===== config.mk =====
export PLATFORM = sky130hd
export DESIGN_NAME = board_scan_reader
export DESIGN_NICKNAME = d
export VERILOG_FILES = /design/src/rtl/board_scan_reader.sv
export SDC_FILE = /design/constraint.sdc
export NUM_CORES = 1
export LEC_CHECK = 0
export BUFFER_PORTS_ARGS = -buffer_cell sky130_fd_sc_hd__buf_2
export CORE_MARGIN = 1
export CORE_UTILIZATION = 44
export CTS_BUF_LIST = sky130_fd_sc_hd__clkbuf_16
export DETAILED_ROUTE_END_ITERATION = 10
export PLACE_DENSITY = 0.7
export RECOVER_POWER = 25
export SETUP_SLACK_MARGIN = 0.3
export SLEW_MARGIN = 15
export SYNTH_ARGS = -nofsm -noshare
export SYNTH_HDL_FRONTEND = slang
export SYNTH_SLANG_ARGS = --single-unit

===== constraint.sdc =====
create_clock -name clk -period 1.5 [get_ports clk]
set_input_delay 0.075 -clock clk [delete_from_list [all_inputs] [get_ports clk]]
set_output_delay 0.075 -clock clk [all_outputs]
set_load 0.05 [all_outputs]

===== src/rtl/board_scan_reader.sv =====
// rtl/board_scan_reader.sv - walks the 64 board squares and streams {x, y, piece} to the renderer.
// Optional BOARD_SCAN_SKIP_UNCHANGED_EN: skip squares whose code matches the last emitted scan.
module board_scan_reader #(
  parameter int READ_LATENCY = 1
) (
  input  logic       clk,
  input  logic       reset,
  input  logic       start,
  input  logic       full_refresh,
  output logic [5:0] mem_address,
  input  logic [3:0] mem_data,
  output logic       sq_valid,
  input  logic       sq_ready,
  output logic [2:0] sq_x,
  output logic [2:0] sq_y,
  output logic [3:0] sq_piece,
  output logic       busy,
  output logic       done
);

  typedef enum logic [2:0] {IDLE, ISSUE, WAIT, OFFER, DONE} state_t;

  localparam logic [1:0] WAIT_LOAD = 2'(READ_LATENCY - 1);

  state_t     state, next_state;
  logic [5:0] idx;
  logic [1:0] wait_cnt;
  logic [3:0] piece_q;
  logic       wait_last;
  logic       skip;
  logic       xfer;

  assign wait_last = (state == WAIT) && (wait_cnt == 2'd0);
  assign xfer      = (state == OFFER) && sq_ready;

`ifdef BOARD_SCAN_SKIP_UNCHANGED_EN
  logic [3:0] shadow [64];
  logic       shadow_valid;
  logic       refresh_q;

  assign skip = shadow_valid && !refresh_q && (mem_data == shadow[idx]);

  always_ff @(posedge clk) begin
    if (reset) begin
      shadow_valid <= 1'b0;
      refresh_q    <= 1'b0;
      for (int i = 0; i < 64; i++) shadow[i] <= 4'd0;
    end else begin
      if (state == IDLE && start) refresh_q <= full_refresh;
      if (state == DONE) shadow_valid <= 1'b1;
      if (xfer) shadow[idx] <= piece_q;
    end
  end
`else
  logic unused_full_refresh;
  assign unused_full_refresh = full_refresh;
  assign skip = 1'b0;
`endif

  always_ff @(posedge clk) begin
    if (reset) state <= IDLE;
    else       state <= next_state;
  end

  // idx wraps from 63 to 0 on the final advance, leaving it ready for the next scan.
  always_ff @(posedge clk) begin
    if (reset) begin
      idx      <= 6'd0;
      wait_cnt <= 2'd0;
      piece_q  <= 4'd0;
    end else begin
      case (state)
        IDLE:  if (start) idx <= 6'd0;
        ISSUE: wait_cnt <= WAIT_LOAD;
        WAIT: begin
          if (wait_cnt != 2'd0) begin
            wait_cnt <= wait_cnt - 2'd1;
          end else if (skip) begin
            idx <= idx + 6'd1;
          end else begin
            piece_q <= mem_data;
          end
        end
        OFFER: if (sq_ready) idx <= idx + 6'd1;
        default: ;
      endcase
    end
  end

  always_comb begin
    next_state = state;
    case (state)
      IDLE:  if (start) next_state = ISSUE;
      ISSUE: next_state = WAIT;
      WAIT: begin
        if (wait_last) begin
          if (!skip)            next_state = OFFER;
          else if (idx == 6'd63) next_state = DONE;
          else                  next_state = ISSUE;
        end
      end
      OFFER: begin
        if (xfer) next_state = (idx == 6'd63) ? DONE : ISSUE;
      end
      DONE:    next_state = IDLE;
      default: next_state = IDLE;
    endcase
  end

  always_comb begin
    sq_valid    = (state == OFFER);
    busy        = (state != IDLE);
    done        = (state == DONE);
    mem_address = idx;
    sq_x        = idx[2:0];
    sq_y        = idx[5:3];
    sq_piece    = piece_q;
  end

endmodule


==> impl_summary.log <==
INFO  metric outcome = finished, final reports clean
INFO  metric worst_ep_required_time = 1.67 ns
INFO  metric final_wirelength = 2463 um
INFO  metric power_frac_clock = 41.1%
INFO  metric n_antenna_cell = 0
INFO  metric rsz0062_at_grt = true
INFO  metric placed_cell_area = 1027 um^2
INFO  metric number_of_antenna_violations_at_the_first_check_in_global_routing = 0
INFO  metric vias = 919
INFO  metric synth_compound_gate_area_share = 12.16%
INFO  metric slew_violations = 0
INFO  metric cts_tree = yes
INFO  metric detail_route.first_pass.iterations = 4
INFO  metric syn_area = 864.6 um^2
INFO  metric ys.flop_type = sky130_fd_sc_hd__dfxtp_1
INFO  metric synth_xor_xnor_area_share = 0%
INFO  metric gp_routability_congestion = 0.7337
INFO  metric internal_power = 0.9268 mW
INFO  metric tritoncts.num_buffers = 3
INFO  metric setup-violations-final = 0
INFO  metric endpoint_kind = register
INFO  metric first_global_vias = 749
INFO  metric clock_root_buffer_master = sky130_fd_sc_hd__clkbuf_16
INFO  metric detail_route.drc_violations = 0
INFO  metric avgSynthCellArea = 9.006 um^2
INFO  metric htree_num_levels = 1
INFO  metric fmax = 674.4 MHz
INFO  metric sequentialPowerShare = 33.6%
INFO  metric cts_buffer_depth = 2
INFO  metric ys_ff_latch = 15
INFO  metric synthDistinctLibCells = 33
INFO  metric area_growth = 61.65%
INFO  metric ctsHoldBuffers = 0
INFO  metric pin_count_of_the_biggest_net_entering_global_routing = 20
INFO  metric layout_common_cells = 17 x sky130_fd_sc_hd__buf_2, 15 x sky130_fd_sc_hd__buf_4, 9 x sky130_fd_sc_hd__mux2i_1
INFO  metric layout.cells.most_common = sky130_fd_sc_hd__buf_2
INFO  metric grt_first_pass_wirelength = 3415 um
INFO  metric power.switching_fraction = 26.54%
INFO  metric portBuffers = 26
INFO  metric synthesis.nets = 107
INFO  metric grt_remaining_overflow = 0
INFO  metric clock-skew-final = 0.004633 ns
INFO  metric power_frac_comb = 25.3%
INFO  metric hold_class = in -> reg
INFO  metric synth_top_family_by_area = simple AND/OR/NAND/NOR gates
INFO  metric timing_worst_slew_pin_value = 0.5939 ns
INFO  metric routedWlPerCell = 15.20 um
INFO  metric yosys.area_share.adder = 2.894%
INFO  metric dieHeight = 46.33 um
INFO  metric min_period = 1.483 ns
INFO  metric fin_nets = 149
INFO  metric antenna_violating_nets_post_route = 0
INFO  metric slew_headroom = 60.58%
INFO  metric synth_simple_gate_area_share = 29.23%
INFO  metric power_density = 902.7 nW/um^2
INFO  metric setup_tns = 0 ns
INFO  metric yosysWarningCount = 0
INFO  metric synth_cells = 96
INFO  metric hpwl = 1218 um
INFO  metric worstSkewPairLatency = 0.25 ns
INFO  metric initial_cell_density_of_the_core = 48.49%
INFO  metric synth_enable_flop_cells = 0
INFO  metric timing.max_cap.violations = 0
INFO  metric die_x = 46.33 um
INFO  metric drt_first_iter_violations = 13
INFO  metric placementRows = 15
INFO  metric cp_cell_sequence = or4b_4 -> a211oi_4 -> mux2i_1
INFO  metric cp.buffers_inverters = 0
INFO  metric layout_cells_sized_above_1 = 54.01%
INFO  metric layout.filler_cells = 120
INFO  metric cp_max_fo = 5
INFO  metric dp_slack = 0.05511 ns
INFO  metric fin_area = 1398 um^2
INFO  metric worstPathArrival = 1.65 ns
INFO  metric cts_sinks = 15
INFO  metric power.net_switching = 0.3348 mW
INFO  metric clock_slew_at_the_register_clock_pins_of_the_worst_setup_and_hold_paths = 0.05 ns
INFO  metric vias_per_cell = 5.673
INFO  metric post_synth_mux_area_share = 10.42%
INFO  metric type_of_the_worst_setup_path = reg -> reg
INFO  metric total_track_usage = 22.57%
INFO  metric critPathMaxStageDelay = 0.58 ns
INFO  metric finalCritPeriodShare = 98.85%
INFO  metric design.core.area = 1783 um^2
INFO  metric p_leak = 0.5825 nW
INFO  metric peak_ir_drop_on_the_vdd_network = 0.6632 mV
INFO  metric synth_async_sr_flop_share = 0%
INFO  metric startpoint_types = register
INFO  metric finalHoldViolCount = 0
INFO  metric cpMaxStageDelayCell = sky130_fd_sc_hd__or4b_4
INFO  metric dieArea = 2146 um^2
INFO  metric family_with_the_most_delay_on_the_worst_path = simple AND/OR/NAND/NOR gates
INFO  metric design.portCount = 28
INFO  metric seq_area_frac_synth = 34.73%
INFO  metric post-route-worst-setup-slack = 0.01728 ns
==> per-layer routing <==
layer / vias up / GRT usage, % / wire length [um]
li1: 428 / - / -
met1: 460 / 28.71 / 1095
met2: 27 / 36.39 / 1238
met3: 4 / 5.098 / 94
met4: 0 / 8.824 / 35
met5: - / 0 / 0
==> what timing repair did <==
item                       in CTS  in global routing
setup endpoints to repair      13                 16
cloned                          2                  0
resized for setup              20                 22
pin swaps                       8                  5
buffers inserted               12                  5
==> layout make-up <==
cell class	instances	area [um^2]	area share (%)
Clock inverter	1	3.754	0.2686
Tap cell	25	31.28	2.238
Sequential cell	15	320.3	22.92
Inverter	3	11.26	0.8057
Timing Repair Buffer	49	360.3	25.78
Clock buffer	3	75.07	5.372
Multi-Input combinational cell	66	595.6	42.61
==> stage by stage <==
step | instances | hold slack (ns) | power, mW | utilization, %
after floorplan | 96 | 0.2222 | 0.5775 | -
after global placement | 139 | 0.3137 | 0.6190 | 57.61
after detailed placement | 139 | 0.3272 | 0.6240 | 57.61
after CTS | 157 | 0.07804 | 1.208 | 71.51
after global routing | 162 | 0.1009 | 1.308 | 78.39
final | 162 | 0.07868 | 1.262 | 78.39
==> flip-flops by register name (all words and copies together) (netlist names) <==
register and count:
mem_address 6, sq_piece 4, state 3, wait_cnt 2
==> final timing paths <==
path | from | slack [ns] | cells past startpoint | end
setup reg to reg | state[1]$_SDFFE_PP0P_ | 0.02 | 3 | mem_address[5]$_SDFFE_PP0P_
hold / removal | mem_data[0] | 0.08 | 3 | sq_piece[0]$_SDFFE_PP0P_
hold reg to reg | sq_piece[2]$_SDFFE_PP0P_ | 0.49 | 2 | sq_piece[2]$_SDFFE_PP0P_
setup / recovery | state[1]$_SDFFE_PP0P_ | 0.02 | 3 | mem_address[5]$_SDFFE_PP0P_
==> power groups by stage <==
stage	Combinational, mW	Clock (mW)	Sequential [mW]
2_1_floorplan	0.122	0	0.456
3_3_place_gp	0.190	0	0.429
3_5_place_dp	0.194	0	0.430
4_1_cts	0.270	0.517	0.422
5_1_grt	0.334	0.548	0.426
6_report	0.319	0.519	0.424
==> cell usage after synthesis (2+ instances only) <==
cell,instances,share of area (%)
sky130_fd_sc_hd__nor2_1,5,2.2
sky130_fd_sc_hd__nand2_1,2,0.87
sky130_fd_sc_hd__a21oi_1,6,3.5
sky130_fd_sc_hd__ha_1,2,2.9
sky130_fd_sc_hd__o21ai_0,4,2.3
sky130_fd_sc_hd__nand3b_1,4,3.5
sky130_fd_sc_hd__nor2b_1,2,1.4
sky130_fd_sc_hd__inv_1,3,1.3
sky130_fd_sc_hd__buf_4,6,5.2
sky130_fd_sc_hd__dfxtp_1,15,35
sky130_fd_sc_hd__or3b_1,5,5.1
sky130_fd_sc_hd__mux2i_1,9,10
sky130_fd_sc_hd__clkbuf_1,5,2.2
sky130_fd_sc_hd__nand3_1,7,4.1
sky130_fd_sc_hd__nor4b_1,2,2.0
sky130_fd_sc_hd__nor3b_1,2,1.7
==> worst min-delay path, stage by stage <==
cell	delay [ns]
sky130_fd_sc_hd__buf_2	0.08
sky130_fd_sc_hd__mux2i_1	0.06
sky130_fd_sc_hd__nor2_1	0.07
==> logic make-up (layout without fill, tap and decap cells) <==
family | count (synthesis) | count (layout)
buffers and inverters | 16 | 56
AOI/OAI and AO/OA | 16 | 16
muxes | 9 | 9
and+or+nand+nor | 38 | 39
DFF | 15 | 15
adders and majority gates | 2 | 2
No activity file was read; power rests on OpenSTA's default activity.
